<file path="src/rtl/fetch_queue.sv">
// fetch_queue
//   Instruction fetch + buffering stage ahead of the dual-issue decoders.
//   Generates 8-byte aligned fetch requests, takes the 64-bit response one
//   cycle later, and enqueues the instruction/PC pairs into a circular queue.
//   The two oldest entries are presented to the decode slots every cycle.
//   A redirect flushes the queue, drops any in-flight response and restarts
//   fetch at the new PC.
//
// Ports
//   clk_i, rst_i            clock, synchronous active-high reset
//   redirect_i/redirect_pc_i flush + new fetch PC (bits [1:0] ignored)
//   imem_req_o/imem_addr_o  fetch request and 8-byte aligned address
//   imem_data_i             response, valid the cycle after a request
//   issue_cnt_i             entries consumed by decode this cycle (0..2)
//   inst0/1_o, pc0/1_o      oldest / second-oldest entry (NOP / 0 if invalid)
//   valid0/1_o              count >= 1 / count >= 2
module fetch_queue #(
    parameter int          DEPTH    = 8,
    parameter logic [31:0] RESET_PC = 32'h0000_0000
) (
    input  logic        clk_i,
    input  logic        rst_i,
    input  logic        redirect_i,
    input  logic [31:0] redirect_pc_i,
    output logic        imem_req_o,
    output logic [31:0] imem_addr_o,
    input  logic [63:0] imem_data_i,
    input  logic [1:0]  issue_cnt_i,
    output logic [31:0] inst0_o,
    output logic [31:0] inst1_o,
    output logic [31:0] pc0_o,
    output logic [31:0] pc1_o,
    output logic        valid0_o,
    output logic        valid1_o
);

    localparam int          PW      = $clog2(DEPTH);
    localparam int          CW      = PW + 1;
    localparam logic [31:0] NOP     = 32'h0000_0013;
    localparam logic [CW:0] OCC_MAX = (CW+1)'(DEPTH - 2);

    typedef struct packed {
        logic [31:0] inst;
        logic [31:0] pc;
    } fq_entry_t;

    fq_entry_t         q_mem [DEPTH];
    logic [31:0]       fpc, pend_pc;
    logic [PW-1:0]     head, tail;
    logic [CW-1:0]     count;
    logic              pend;

    logic [CW:0]       occ;
    logic [1:0]        enq_n, deq_n;
    fq_entry_t         wr0, wr1;

    // Occupancy counts the in-flight response as two slots, and ignores this
    // cycle's dequeue, so a request can never overflow the queue.
    assign occ         = {1'b0, count} + {{(CW-1){1'b0}}, pend, 1'b0};
    assign imem_req_o  = !rst_i && !redirect_i && (occ <= OCC_MAX);
    assign imem_addr_o = {fpc[31:3], 3'b000};

    always_comb begin
        enq_n = 2'd0;
        wr0   = '0;
        wr1   = '0;
        if (pend) begin
            if (pend_pc[2]) begin
                // Fetch started mid-doubleword: only the upper word is wanted.
                enq_n = 2'd1;
                wr0   = '{inst: imem_data_i[63:32], pc: pend_pc};
            end else begin
                enq_n = 2'd2;
                wr0   = '{inst: imem_data_i[31:0],  pc: pend_pc};
                wr1   = '{inst: imem_data_i[63:32], pc: pend_pc + 32'd4};
            end
        end
    end

    // Clamp decode's consumption to what is actually held.
    assign deq_n = ({{(CW-2){1'b0}}, issue_cnt_i} > count) ? count[1:0] : issue_cnt_i;

    always_ff @(posedge clk_i) begin
        if (rst_i) begin
            fpc     <= RESET_PC;
            pend_pc <= '0;
            head    <= '0;
            tail    <= '0;
            count   <= '0;
            pend    <= 1'b0;
        end else if (redirect_i) begin
            fpc   <= {redirect_pc_i[31:2], 2'b00};
            head  <= '0;
            tail  <= '0;
            count <= '0;
            pend  <= 1'b0;
        end else begin
            count <= count + CW'(enq_n) - CW'(deq_n);
            head  <= head + PW'(deq_n);
            tail  <= tail + PW'(enq_n);
            pend  <= imem_req_o;
            if (imem_req_o) begin
                pend_pc <= fpc;
                fpc     <= {fpc[31:3], 3'b000} + 32'd8;
            end
        end
    end

    // Storage needs no reset; validity is tracked by count.
    always_ff @(posedge clk_i) begin
        if (!rst_i && !redirect_i) begin
            if (enq_n != 2'd0) q_mem[tail]           <= wr0;
            if (enq_n == 2'd2) q_mem[tail + PW'(1)]  <= wr1;
        end
    end

    // Decode slot outputs, slot s shows the entry s places behind head.
    logic [1:0]       slot_vld;
    logic [1:0][31:0] slot_inst, slot_pc;

    for (genvar s = 0; s < 2; s++) begin : g_slot
        fq_entry_t ent;
        assign ent          = q_mem[head + PW'(s)];
        assign slot_vld[s]  = count > CW'(s);
        assign slot_inst[s] = slot_vld[s] ? ent.inst : NOP;
        assign slot_pc[s]   = slot_vld[s] ? ent.pc   : 32'd0;
    end

    assign valid0_o = slot_vld[0];
    assign valid1_o = slot_vld[1];
    assign inst0_o  = slot_inst[0];
    assign inst1_o  = slot_inst[1];
    assign pc0_o    = slot_pc[0];
    assign pc1_o    = slot_pc[1];

endmodule

</file>
<file path="config.mk">
export PLATFORM = sky130hd
export DESIGN_NAME = fetch_queue
export DESIGN_NICKNAME = d
export VERILOG_FILES = /design/src/rtl/fetch_queue.sv
export SDC_FILE = /design/constraint.sdc
export NUM_CORES = 1
export LEC_CHECK = 0
export ABC_AREA = 1
export BUFFER_PORTS_ARGS = -buffer_cell sky130_fd_sc_hd__buf_4
export CAP_MARGIN = 25
export CORE_UTILIZATION = 40
export CTS_BUF_LIST = sky130_fd_sc_hd__clkbuf_8
export CTS_CLUSTER_SIZE = 40
export DETAILED_ROUTE_END_ITERATION = 16
export PLACE_DENSITY = 0.64
export RECOVER_POWER = 50
export SYNTH_ARGS = -nofsm -noshare
export SYNTH_HDL_FRONTEND = slang
export SYNTH_SLANG_ARGS = --single-unit
</file>
<file path="constraint.sdc">
create_clock -name clk_i -period 16.3 [get_ports clk_i]
set_input_delay 4.075 -clock clk_i [delete_from_list [all_inputs] [get_ports clk_i]]
set_output_delay 4.075 -clock clk_i [all_outputs]
set_load 0.02 [all_outputs]
</file>
# Word-level counts from Yosys, hierarchy flattened

Memories as Yosys holds them, arrays and structs flattened. A register that Yosys moved wholly into a read port is not among the register bits.
Cells that the tools add are included.

Add/subtract/negate cells: 9
$lt $le $gt $ge: 4
Eq/ne operators: 1
Mux-type cells: 20
Bitwise logic cells: 1
Reductions and logical operators: 8

Operators with widths:

| cell                    | number |
|---|---|
| $mux W64                | 4 |
| $mux W32                | 6 |
| $add A32 B3 Y32 const B | 1 |
| $add A32 B4 Y32 const B | 1 |
| $gt A4 B1 Y1 const B    | 2 |
| $add A3 B1 Y3 const B   | 2 |
| $add A3 B2 Y3           | 2 |
| $mux W1                 | 6 |
| $mux W2                 | 3 |
| $add A4 B2 Y5           | 1 |
| $le A5 B3 Y1 const B    | 1 |
| $add A4 B2 Y4           | 1 |
| $gt A2 B4 Y1            | 1 |
| $reduce_bool A2 Y1      | 2 |
| $sub A4 B2 Y4           | 1 |
| $mux W3                 | 1 |
| $eq A2 B2 Y1 const B    | 1 |
| $logic_and A1 B1 Y1     | 2 |
| $logic_not A1 Y1        | 2 |
| $reduce_and A2 Y1       | 1 |
| $reduce_or A2 Y1        | 1 |
| $not A1 Y1              | 1 |

Bits in registers: 75
Memory bits (writable): 512
Input bits: 101
Output and inout bits: 163
Word-level logic and storage cells: 51
Memories: 1

Memories:

| name  | depth | bits a word | read ports | clocked after Yosys merged registers in | wr ports | line | text |
|---|---|---|---|---|---|---|---|
| q_mem | 8     | 64          | 2          | 1                                       | 2        | 47   | `fq_entry_t q_mem [DEPTH];` |

# Longest topological paths before layout

Depth after elaboration: 6
Mapped depth: 15
Depth with buffers taken out: 15

# Worst setup path after synthesis

OpenSTA, ideal clock, no wires.

Kind: input port to flip-flop
From: input port rst_i
To: memory q_mem[0][10] (netlist bit), enable pin
Library setup time: 0.568 ns
Arrival time: 9.045 ns
Data required time: 15.732 ns
Path slack: 6.688 ns
Stages on the path: 6
Buffers on the path: 1
Path through: buf_2 > nor2_4 > inv_1 > nor2_1 > nand3_1 > o21ai_0

RTL lines:

| item               | line | text |
|---|---|---|
| start: declaration | 22   | `input logic rst_i,` |
| end: declaration   | 47   |  |

# Worst setup path after layout

From: input port rst_i
To: output port imem_req_o

Cells in the longest elaborated chain, start to end: 3

RTL lines:

| item                             | line | text |
|---|---|---|
| $logic_not A1 Y1                 | 60   | `assign imem_req_o = !rst_i && !redirect_i && (occ <= OCC_MAX);` |
| $logic_and A1 B1 Y1 (2 in a row) | 60   |  |
| end: declaration                 | 25   | `output logic imem_req_o,` |

Every way passes these cells.

==> out/qor.csv <==
stage,metric,value,unit
sta,FMAX,92.4,MHz
global_routing,largest net degree at the start of global routing,277,
yosys,"Top FF cell, synth",edfxtp_1,
cells_and_area,area delta synth->final,12.4,%
clocking,H-Tree Depth,3,
detailed_routing,Remaining DRCs,0,
yosys,Yosys cell types,35,
clocking,total CTS buffers,94,
min_path,hold endpoint,fpc[2],
setup_path,Worst setup EP type,output port,
pwr,Sw Share,41.0,%
floorplanning,die span in y,284,µm
yosys,ranking of synthesized cells by area,"edfxtp_1, o21ai_0, nand2_1",
detailed_routing,drt wl/cell,19.2,µm
sta,worst-margin pin slew,3.64,ns
yosys,"EDFF count, synth",496,
sta,max-slew violation count,739,
setup_path,Max stage delay on crit path,1.24,ns
detailed_routing,vias per std cell,5.42,
yosys,Synth Register Bits,567,
setup_path,WS Path Type,in -> out,
sta,"Hold Vio Cnt, Final",0,
setup_path,CP arrival,6.74,ns
clocking,Longest Clk Path Bufs,3,
pwr,Peak VDD IR,0.0864,mV
floorplanning,Starting Density,40.4,%
detailed_routing,DR pass1 iterations,8,
pwr,leakage power,15.0,nW
setup_path,R2R Path End,q_mem[3][50],
run_status,status,"finished, violations left",
pwr,Comb power frac,42.6,%
global_routing,vias in the first global route,26000,
run_status,failing checks,"max-capacitance violations, max-slew violations",
pwr,PwrDens,144,mW/mm²
detailed_routing,DR vias,27700,
placement,routability cong.,0.899,
flow_run,maxcap violations,15,
setup_path,critical-path cell list,clkbuf_1 -> nor2_1 -> nand2_1 -> nor2_1 -> nand2_1 -> inv_1 -> buf_4,
floorplanning,Row Count,103,
cells_and_area,nets@finish,4113,
cells_and_area,share of layout cells above drive strength 1,10.0,%
yosys,syn_area_per_cell,8.12,µm²
clocking,Post-CTS Resized,0,
yosys,largest area contributor in the netlist,edfxtp_1,
clocking,Skew-Pair Late Insertion Delay,0.70,ns
yosys,Yosys warning count,0,
sta,Final Critical Period,10.82,ns
clocking,CTS tree,yes,
pwr,total chip power,5.16,mW
yosys,Synth Cell Area,0.0318,mm²
min_path,hold_sp,fpc[2],
pwr,Net Sw Power,2.12,mW
floorplanning,core footprint,0.0789,mm²
min_path,Worst Hold Class,reg -> reg,
detailed_routing,WL final,98400,µm
setup_path,crit path max fanout,34,
cells_and_area,"commonest non-fill, non-tap cell in the layout",o21ai_0,
yosys,Async SR Flop Fraction,0,%
clocking,Post-CTS Setup Inserts,0,
sta,RSZ-0062 raised after global routing,false,
clocking,clock sinks,567,
detailed_routing,Post-DRT Antenna Nets,0,
pwr,Seq pwr share,32.8,%
global_routing,Congestion Overflow GR,0,
min_path,hold path cells,2,
global_routing,initial antenna violation count,2,
placement,DP Wirelength,55600,µm
setup_path,worst reg2reg setup slack,9.96,ns
setup_path,reg2reg start,pend,
pwr,clock share of power,24.6,%
placement,I/O Buffers,254,
cells_and_area,"commonest cells after routing, fill and taps aside","o21ai_0, nand2_1, nor2_1",
setup_path,slowest CP cell,clkbuf_1,
sta,Tcrit/Tclk final,66.4,%
clocking,CTS Hold Bufs,0,
floorplanning,Die Wd,284,µm
global_routing,first-pass GRT wire length,149000,µm
setup_path,crit path launch type,input port,
setup_path,required time worst endpoint,12.23,ns
cells_and_area,storage element area,0.0163,mm²
yosys,Syn Inst Count,3919,
sta,final setup fails,0,
clocking,clk root buf,clkbuf_8,
pwr,Pint,3.04,mW
yosys,Synth top area share,46.8,%
global_routing,GRT Overall Usage,23.9,%
sta,clk_skew,0.0276,ns
clocking,clk slew on worst S/H paths,0.06,ns
yosys,sequential fraction of the synthesis area,51.3,%
sta,relative slew slack,-143,%
sta,final setup TNS,0,ns
floorplanning,I/O pin total,264,
setup_path,FF-to-FF path depth,6,
cells_and_area,Multi-input gate area,0.0124,mm²
cells_and_area,Fillers,7665,
detailed_routing,DRT iter0 DRCs,2606,
floorplanning,area of the die,0.0807,mm²
worst max-delay path, delay by kind of cell:
kind          cells  cell delay [ns]
simple gates      4             1.05
buf+inv           3             1.58
final cells by class:
class	instances	share of cell area [%]
sequential	567	45.6
multi-input combinational	2592	34.7
timing repair buffer	298	6.04
inverter	438	4.63
clock buffer	107	4.12
tap	1050	3.67
clock inverter	65	1.18
antenna	1	0.00700
cells by family (layout without fill, tap and decap cells):
kind of cell / count (synthesis) / in the layout / synth area share (%)
adders and majority gates: 21 / 21 / 0.896
AOI/OAI and AO/OA: 1431 / 1431 / 23.7
DFF: 567 / 567 / 51.3
xor gates and xnor gates: 15 / 15 / 0.413
and+or+nand+nor: 1118 / 1118 / 13.5
other: 1 / 8 / 0.0118
buffers and inverters: 766 / 908 / 10.2
per-stage QoR:
| step | area [µm²] | hold slack [ns] | cells | util [%] | worst slack, ns |
|---|---|---|---|---|---|
| 2_1_floorplan | 31900 | 0.437 | 3925 | - | 6.69 |
| 3_3_place_gp | 34000 | 0.449 | 4942 | 43.1 | 6.97 |
| 3_5_place_dp | 34000 | 0.455 | 4944 | 43.2 | 6.95 |
| 4_1_cts | 35900 | 0.463 | 5116 | 45.6 | 6.95 |
| 5_1_grt | 35800 | 0.487 | 5118 | 45.3 | 5.30 |
| 6_report | 35800 | 0.460 | 5118 | 45.3 | 5.48 |
registers in the layout, indices dropped and copies added (netlist names):
signal and cells:
count 4, fpc 30, head 3, pend 1
pend_pc 30, q_mem 496, tail 3
synthesized netlist by cell type, types with 2 or more instances:
library cell,n
o21ai_0,748
nand2_1,549
edfxtp_1,496
nor2_1,495
inv_1,433
a21oi_1,346
o21ai_1,168
clkbuf_1,133
buf_2,106
dfxtp_1,71
nand3_1,62
a31oi_1,61
o211ai_1,60
buf_4,49
buf_1,34
a22o_1,32
ha_1,18
a211oi_1,10
xor2_1,9
buf_6,6
xnor2_1,6
nor2_2,5
inv_2,4
a22oi_1,3
fa_1,3
nor3_1,2
o21bai_1,2
power by group through the flow:
stage	Sequential, mW	Combinational, mW	Clock [mW]
2_1_floorplan	1.68	1.37	0
3_3_place_gp	1.72	2.14	0
3_5_place_dp	1.72	2.19	0
4_1_cts	1.69	2.20	1.29
5_1_grt	1.70	2.40	1.36
6_report	1.69	2.20	1.27
per-layer routing:
layer	vias up	share of wire [%]	GRT usage (%)
met5	-	0.013	0
met4	2	3.3	9.65
met3	215	8.4	3.38
met2	1198	46	38.8
met1	12900	42	32.0
li1	13400	-	-
worst max-delay path by stage:
stage | startpoint | to | depth (start not counted)
finish | rst_i | imem_req_o | 7
global placement | rst_i | imem_req_o | 7
global route | rst_i | imem_req_o | 7
CTS | rst_i | imem_req_o | 7
detailed placement | rst_i | imem_req_o | 7
floorplan | rst_i | q_mem[0][10] | 6
Power figures use the tool's default switching activity.
